--- src/rtl/hazard_ctrl.sv ---
// hazard_ctrl: pipeline sequencer for the 5-stage core.
// Detects decode hazards, applies branch flushes and cache freezes,
// drives every pipeline-register enable/flush and runs the HLT drain FSM.
module hazard_ctrl #(
    parameter int DRAIN_CYCLES = 3,
    parameter int CNT_W        = 16
) (
    input  logic             clk,
    input  logic             rst_n,
    input  logic             d_valid,
    input  logic [3:0]       d_rs,
    input  logic [3:0]       d_rt,
    input  logic             d_uses_rs,
    input  logic             d_uses_rt,
    input  logic             d_branch,
    input  logic             d_branch_reg,
    input  logic             d_branch_taken,
    input  logic             d_halt,
    input  logic [3:0]       x_rd,
    input  logic             x_reg_write_en,
    input  logic             x_mem_read_en,
    input  logic             x_writes_flags,
    input  logic [3:0]       m_rd,
    input  logic             m_reg_write_en,
    input  logic             m_mem_read_en,
    input  logic             icache_busy,
    input  logic             dcache_busy,
    output logic             pc_wen,
    output logic             if_id_wen,
    output logic             if_id_flush,
    output logic             id_ex_wen,
    output logic             id_ex_flush,
    output logic             ex_mem_wen,
    output logic             mem_wb_wen,
    output logic             halted,
    output logic [CNT_W-1:0] stall_count
);

    // Drain counter wide enough to hold DRAIN_CYCLES (at least one bit).
    localparam int DW = (DRAIN_CYCLES < 1) ? 1 : $clog2(DRAIN_CYCLES + 1);
    localparam logic [CNT_W-1:0] CNT_MAX = {CNT_W{1'b1}};

    typedef enum logic [1:0] {
        ST_RUN    = 2'd0,
        ST_DRAIN  = 2'd1,
        ST_HALTED = 2'd2
    } state_t;

    state_t        state_r;
    state_t        state_nxt_s;
    logic [DW-1:0] drain_cnt_r;
    logic [DW-1:0] drain_cnt_nxt_s;
    logic          hz_s;
    logic          count_en_s;

    // A source register collides with a destination only when rd is not r0.
    function automatic logic reg_match(input logic [3:0] src, input logic [3:0] rd);
        return (rd != 4'd0) && (src == rd);
    endfunction

    // Decode hazard: load-use, flags not yet produced, or BR target not ready.
    always_comb begin
        hz_s = 1'b0;
        if (d_valid) begin
            hz_s = (x_mem_read_en & x_reg_write_en &
                    ((d_uses_rs & reg_match(d_rs, x_rd)) |
                     (d_uses_rt & reg_match(d_rt, x_rd))))
                 | (d_branch & x_writes_flags)
                 | (d_branch_reg &
                    ((x_reg_write_en & reg_match(d_rs, x_rd)) |
                     (m_mem_read_en & m_reg_write_en & reg_match(d_rs, m_rd))));
        end else begin
            hz_s = 1'b0;
        end
    end

    // Stage enables, flushes and next-state selection by state and priority.
    always_comb begin
        pc_wen          = 1'b1;
        if_id_wen       = 1'b1;
        if_id_flush     = 1'b0;
        id_ex_wen       = 1'b1;
        id_ex_flush     = 1'b0;
        ex_mem_wen      = 1'b1;
        mem_wb_wen      = 1'b1;
        halted          = 1'b0;
        state_nxt_s     = state_r;
        drain_cnt_nxt_s = drain_cnt_r;
        case (state_r)
            ST_RUN: begin
                if (dcache_busy) begin
                    pc_wen     = 1'b0;
                    if_id_wen  = 1'b0;
                    id_ex_wen  = 1'b0;
                    ex_mem_wen = 1'b0;
                    mem_wb_wen = 1'b0;
                end else if (hz_s) begin
                    pc_wen      = 1'b0;
                    if_id_wen   = 1'b0;
                    id_ex_flush = 1'b1;
                end else if (d_valid && d_halt) begin
                    pc_wen          = 1'b0;
                    if_id_flush     = 1'b1;
                    state_nxt_s     = ST_DRAIN;
                    drain_cnt_nxt_s = DW'(DRAIN_CYCLES);
                end else if (d_valid && d_branch && d_branch_taken) begin
                    // Branch beats an outstanding icache miss; fetch cancels it.
                    pc_wen      = 1'b1;
                    if_id_flush = 1'b1;
                end else if (icache_busy) begin
                    pc_wen      = 1'b0;
                    if_id_flush = 1'b1;
                end else begin
                    pc_wen = 1'b1;
                end
            end
            ST_DRAIN: begin
                pc_wen      = 1'b0;
                if_id_wen   = 1'b0;
                id_ex_flush = 1'b1;
                ex_mem_wen  = ~dcache_busy;
                mem_wb_wen  = ~dcache_busy;
                if (!dcache_busy) begin
                    if (drain_cnt_r <= DW'(1)) begin
                        drain_cnt_nxt_s = '0;
                        state_nxt_s     = ST_HALTED;
                    end else begin
                        drain_cnt_nxt_s = drain_cnt_r - DW'(1);
                    end
                end else begin
                    drain_cnt_nxt_s = drain_cnt_r;
                end
            end
            ST_HALTED: begin
                pc_wen     = 1'b0;
                if_id_wen  = 1'b0;
                id_ex_wen  = 1'b0;
                ex_mem_wen = 1'b0;
                mem_wb_wen = 1'b0;
                halted     = 1'b1;
            end
            default: begin
                // Unreachable encoding: freeze the pipe and recover to RUN.
                pc_wen      = 1'b0;
                if_id_wen   = 1'b0;
                id_ex_wen   = 1'b0;
                ex_mem_wen  = 1'b0;
                mem_wb_wen  = 1'b0;
                state_nxt_s = ST_RUN;
            end
        endcase
    end

    // Stall cycles are counted only while the core is live (RUN or DRAIN).
    always_comb begin
        if ((state_r == ST_RUN) || (state_r == ST_DRAIN)) begin
            count_en_s = ~pc_wen;
        end else begin
            count_en_s = 1'b0;
        end
    end

    // State, drain counter and saturating stall counter registers.
    always_ff @(posedge clk) begin
        if (!rst_n) begin
            state_r     <= ST_RUN;
            drain_cnt_r <= '0;
            stall_count <= '0;
        end else begin
            state_r     <= state_nxt_s;
            drain_cnt_r <= drain_cnt_nxt_s;
            if (count_en_s && (stall_count != CNT_MAX)) begin
                stall_count <= stall_count + CNT_W'(1);
            end else begin
                stall_count <= stall_count;
            end
        end
    end

endmodule

--- config.mk ---
export PLATFORM = sky130hd
export DESIGN_NAME = hazard_ctrl
export DESIGN_NICKNAME = d
export VERILOG_FILES = /design/src/rtl/hazard_ctrl.sv
export SDC_FILE = /design/constraint.sdc
export NUM_CORES = 1
export LEC_CHECK = 0
export ABC_AREA = 1
export ABC_CLOCK_PERIOD_IN_PS = 3310
export BUFFER_PORTS_ARGS = -buffer_cell sky130_fd_sc_hd__buf_4
export CORE_ASPECT_RATIO = 0.6
export CORE_MARGIN = 4
export CORE_UTILIZATION = 53
export DETAILED_ROUTE_END_ITERATION = 8
export PLACE_DENSITY = 0.85
export SYNTH_ARGS = -nofsm -noshare
export SYNTH_HDL_FRONTEND = slang
export SYNTH_SLANG_ARGS = --single-unit
--- constraint.sdc ---
create_clock -name clk -period 3.31 [get_ports clk]
set_input_delay 0.331 -clock clk [delete_from_list [all_inputs] [get_ports clk]]
set_output_delay 0.331 -clock clk [all_outputs]
set_load 0.05 [all_outputs]
==> summary.txt <==
Status
  – Outcome: completed

Drt
  – Vias: 1,776
  – Drt first-iter violations: 154
  – Vias per inst: 4.87
  – Post-detailed-routing wire length: 4200 µm
  – First-pass detailed-route iteration total: 5
  – Routed WL per cell: 11.5 µm
  – Detailed-route DRC error count: 0
  – Routed Antenna Nets: 0

STA
  – Minimum setup slack in the final design: 1.10 ns
  – Transition time at the pin with the least slew margin: 0.467 ns
  – Final clock period utilization by the worst path: 0.669
  – Final Hold Fails: 0
  – Highest Clock Rate: 0.452 GHz
  – Count of final max-slew check failures: 0
  – Fin crit period: 2.21 ns
  – TNS Setup: 0 ns
  – Max_slew headroom: 0.687
  – RSZ-0062 raised after global routing: no
  – Clock Skews: 0.00523 ns
  – Total setup violations reported at the end of the flow: 0
  – Tightest hold margin: 0.369 ns

Global routing
  – First-pass GRT wire length: 6930 µm
  – Initial antenna violation count: 0
  – Global route total overflow: 0
  – Maximum number of pins on one net before global-route repair: 19
  – Overall global routing resource usage: 0.221
  – Vias in the first global route: 1,540

Setup path
  – Critical Path Source Type: flop
  – Logic depth of the worst register-to-register path: 12
  – Critical Setup Path Class: reg2reg
  – R2R Path Start: stall_count[0]$_SDFFE_PN0P_
  – Worst reg2reg endpoint: stall_count[0]$_SDFFE_PN0P_
  – Crit path capture: stall_count[0]$_SDFFE_PN0P_
  – Critical path peak fanout: 13
  – Endpoint arrival time on the critical path: 2.38 ns
  – Critical Path RT: 3.48 ns
  – Crit end category: flop
  – Worst reg-to-reg setup slack: 1.10 ns
  – Setup crit start: stall_count[0]$_SDFFE_PN0P_

Synthesis
  – Mapped cell area: 1550 µm²
  – Post-Synthesis Net Count: 304
  – Warnings, synthesis: 0
  – Synth Area per Inst: 5.72 µm²
  – Flip-flop and latch count after synthesis: 20
  – Portion of synthesized cell area occupied by the leading cell type: 0.258
  – Post-synth top area cell: sky130_fd_sc_hd__dfxtp_1
  – Fraction of the yosys area taken by sequential cells: 0.258
  – Synth top area cells: sky130_fd_sc_hd__dfxtp_1 (26%), sky130_fd_sc_hd__nand2_1 (20%), sky130_fd_sc_hd__inv_1 (11%)
  – Number of distinct library cells after synthesis: 26
  – Post-synthesis instance total: 271

Power and ir drop
  – Leakage dissipation: 1.11 nW
  – Peak supply drop: 0.000260 V
  – Cell area power density: 362 nW/µm²

CTS
  – CTS Root Cell: sky130_fd_sc_hd__clkbuf_8
  – CTS clock-pin slew for the worst setup and hold paths: 0.08 ns
  – Buffers inserted by post-CTS timing repair: 0
  – Clk sinks: 20
  – Post-cts resize count: 0
  – Total clock buffers created by CTS: 3
  – Worst-case clock buffer depth: 2
  – Clk Latency, worst-skew pair: 0.27 ns
  – Quantity of hold-fixing buffers added after cts: 0
  – TritonCTS clock tree: done
  – H-tree depth: 1

Floorplan
  – Number of I/O pins: 56
  – Std cell rows: 14
  – Placeable core area: 2650 µm²
  – Initial Util: 0.586
  – Full die area: 3880 µm²
  – Floorplan die height: 49.9 µm
  – X dimension of the die: 77.8 µm

Cells and area
  – Final cell area excluding filler cells: 2040 µm²
  – Most common cell after layout, fill and taps aside: sky130_fd_sc_hd__nand2_1
  – Fin nets: 359
  – Ant. Diodes: 0
  – Final standard cell utilization of the core: 0.770
  – Most frequent cells in the layout: sky130_fd_sc_hd__nand2_1 (83), sky130_fd_sc_hd__buf_4 (55), sky130_fd_sc_hd__inv_1 (46), sky130_fd_sc_hd__nor2_1 (46), sky130_fd_sc_hd__nand3_1 (21)
  – Ratio of cells with drive above 1 in the final layout: 0.209
  – Area delta synth->final: 31.4%

Run
  – Max-cap viol count: 0

Hold path
  – Start point of the worst hold path: rst_n
  – Type of the worst min-delay path: in2reg

Placed design
  – IO buf count: 55
  – Sum of net half-perimeters after detailed placement: 3440 µm
  – Worst slack at placement: 1.11 ns
  – Cell area after placement: 1980 µm²
  – RePlAce Congestion: 0.852
[cell families (layout without fill, tap and decap cells)]
group	Yosys count	count (layout)	share of synthesized area
adders and majority gates	1	1	0.00807
xor gates and xnor gates	11	11	0.0621
buffers and inverters	53	107	0.136
AOI/OAI and AO/OA	13	13	0.0436
DFF	20	20	0.258
and+or+nand+nor	173	173	0.492
[cell type report]
type	count	area, µm²
Inverter	48	180
Multi-Input combinational cell	198	938
Sequential cell	20	400
Timing Repair Buffer	55	413
Clock buffer	4	55.1
Tap cell	40	50.0
Fill cell	230	608
[state kept, by name (all words and copies together) (netlist names)]
name and flops:
drain_cnt_r 2, stall_count 16, state_r 2
[synth_stat cells]
master,n
sky130_fd_sc_hd__clkinv_1,1
sky130_fd_sc_hd__o21ai_0,7
sky130_fd_sc_hd__nor2_1,46
sky130_fd_sc_hd__clkbuf_1,1
sky130_fd_sc_hd__dfxtp_1,20
sky130_fd_sc_hd__nor4_4,1
sky130_fd_sc_hd__buf_6,1
sky130_fd_sc_hd__a21oi_1,5
sky130_fd_sc_hd__buf_1,1
sky130_fd_sc_hd__nand4_1,10
sky130_fd_sc_hd__xor2_1,10
sky130_fd_sc_hd__inv_2,1
sky130_fd_sc_hd__xnor2_1,1
sky130_fd_sc_hd__nor4_1,1
sky130_fd_sc_hd__nor3_1,3
sky130_fd_sc_hd__and3_1,1
sky130_fd_sc_hd__buf_2,1
sky130_fd_sc_hd__nor2_4,2
sky130_fd_sc_hd__nand2_1,83
sky130_fd_sc_hd__nand3_1,21
sky130_fd_sc_hd__buf_4,1
sky130_fd_sc_hd__o21a_1,1
sky130_fd_sc_hd__ha_1,1
sky130_fd_sc_hd__nand2_2,3
sky130_fd_sc_hd__nand3_2,2
sky130_fd_sc_hd__inv_1,46
[worst min-delay path by stage]
stage	slack [ns]	depth (start not counted)	endpoint
after floorplan	0.45	2	drain_cnt_r[0]$_SDFFE_PN0P_
after global placement	0.47	2	drain_cnt_r[0]$_SDFFE_PN0P_
after detailed placement	0.48	2	drain_cnt_r[0]$_SDFFE_PN0P_
after CTS	0.36	3	stall_count[1]$_SDFFE_PN0P_
after global routing	0.39	3	stall_count[9]$_SDFFE_PN0P_
final	0.37	3	stall_count[1]$_SDFFE_PN0P_
[critical path: stages, from the launching register on]
cell and delay [ns]:
sky130_fd_sc_hd__dfxtp_1 0.40, sky130_fd_sc_hd__ha_1 0.22, sky130_fd_sc_hd__nand3_2 0.14, sky130_fd_sc_hd__nor2_4 0.13, sky130_fd_sc_hd__nand2_2 0.09, sky130_fd_sc_hd__nor2_4 0.13, sky130_fd_sc_hd__nand2_2 0.09, sky130_fd_sc_hd__nor4_4 0.31
sky130_fd_sc_hd__inv_2 0.13, sky130_fd_sc_hd__nand3_2 0.23, sky130_fd_sc_hd__nand2_1 0.11, sky130_fd_sc_hd__nand2_1 0.08, sky130_fd_sc_hd__nor2_1 0.04
[metal layers]
metal / wire [µm] / vias to the layer above / GRT usage
met2: 1640 / 74 / 0.295
met4: 42 / 0 / 0.0355
li1: - / 941 / -
met3: 327 / 8 / 0.0582
met1: 2190 / 753 / 0.346
met5: 0 / - / 0
[through the flow]
stage	power [mW]	cells
2_1_floorplan	0.461	271
3_3_place_gp	0.545	361
3_5_place_dp	0.548	361
4_1_cts	0.738	365
5_1_grt	0.778	365
6_report	0.738	365
[power breakdown]
part | leakage (nW) | internal, mW | switching (mW)
sequential | 0.163 | 0.258 | 0.0220
combinational | 0.921 | 0.0921 | 0.173
clock | 0.0288 | 0.106 | 0.0866
No activity file was read; power rests on OpenSTA's default activity.
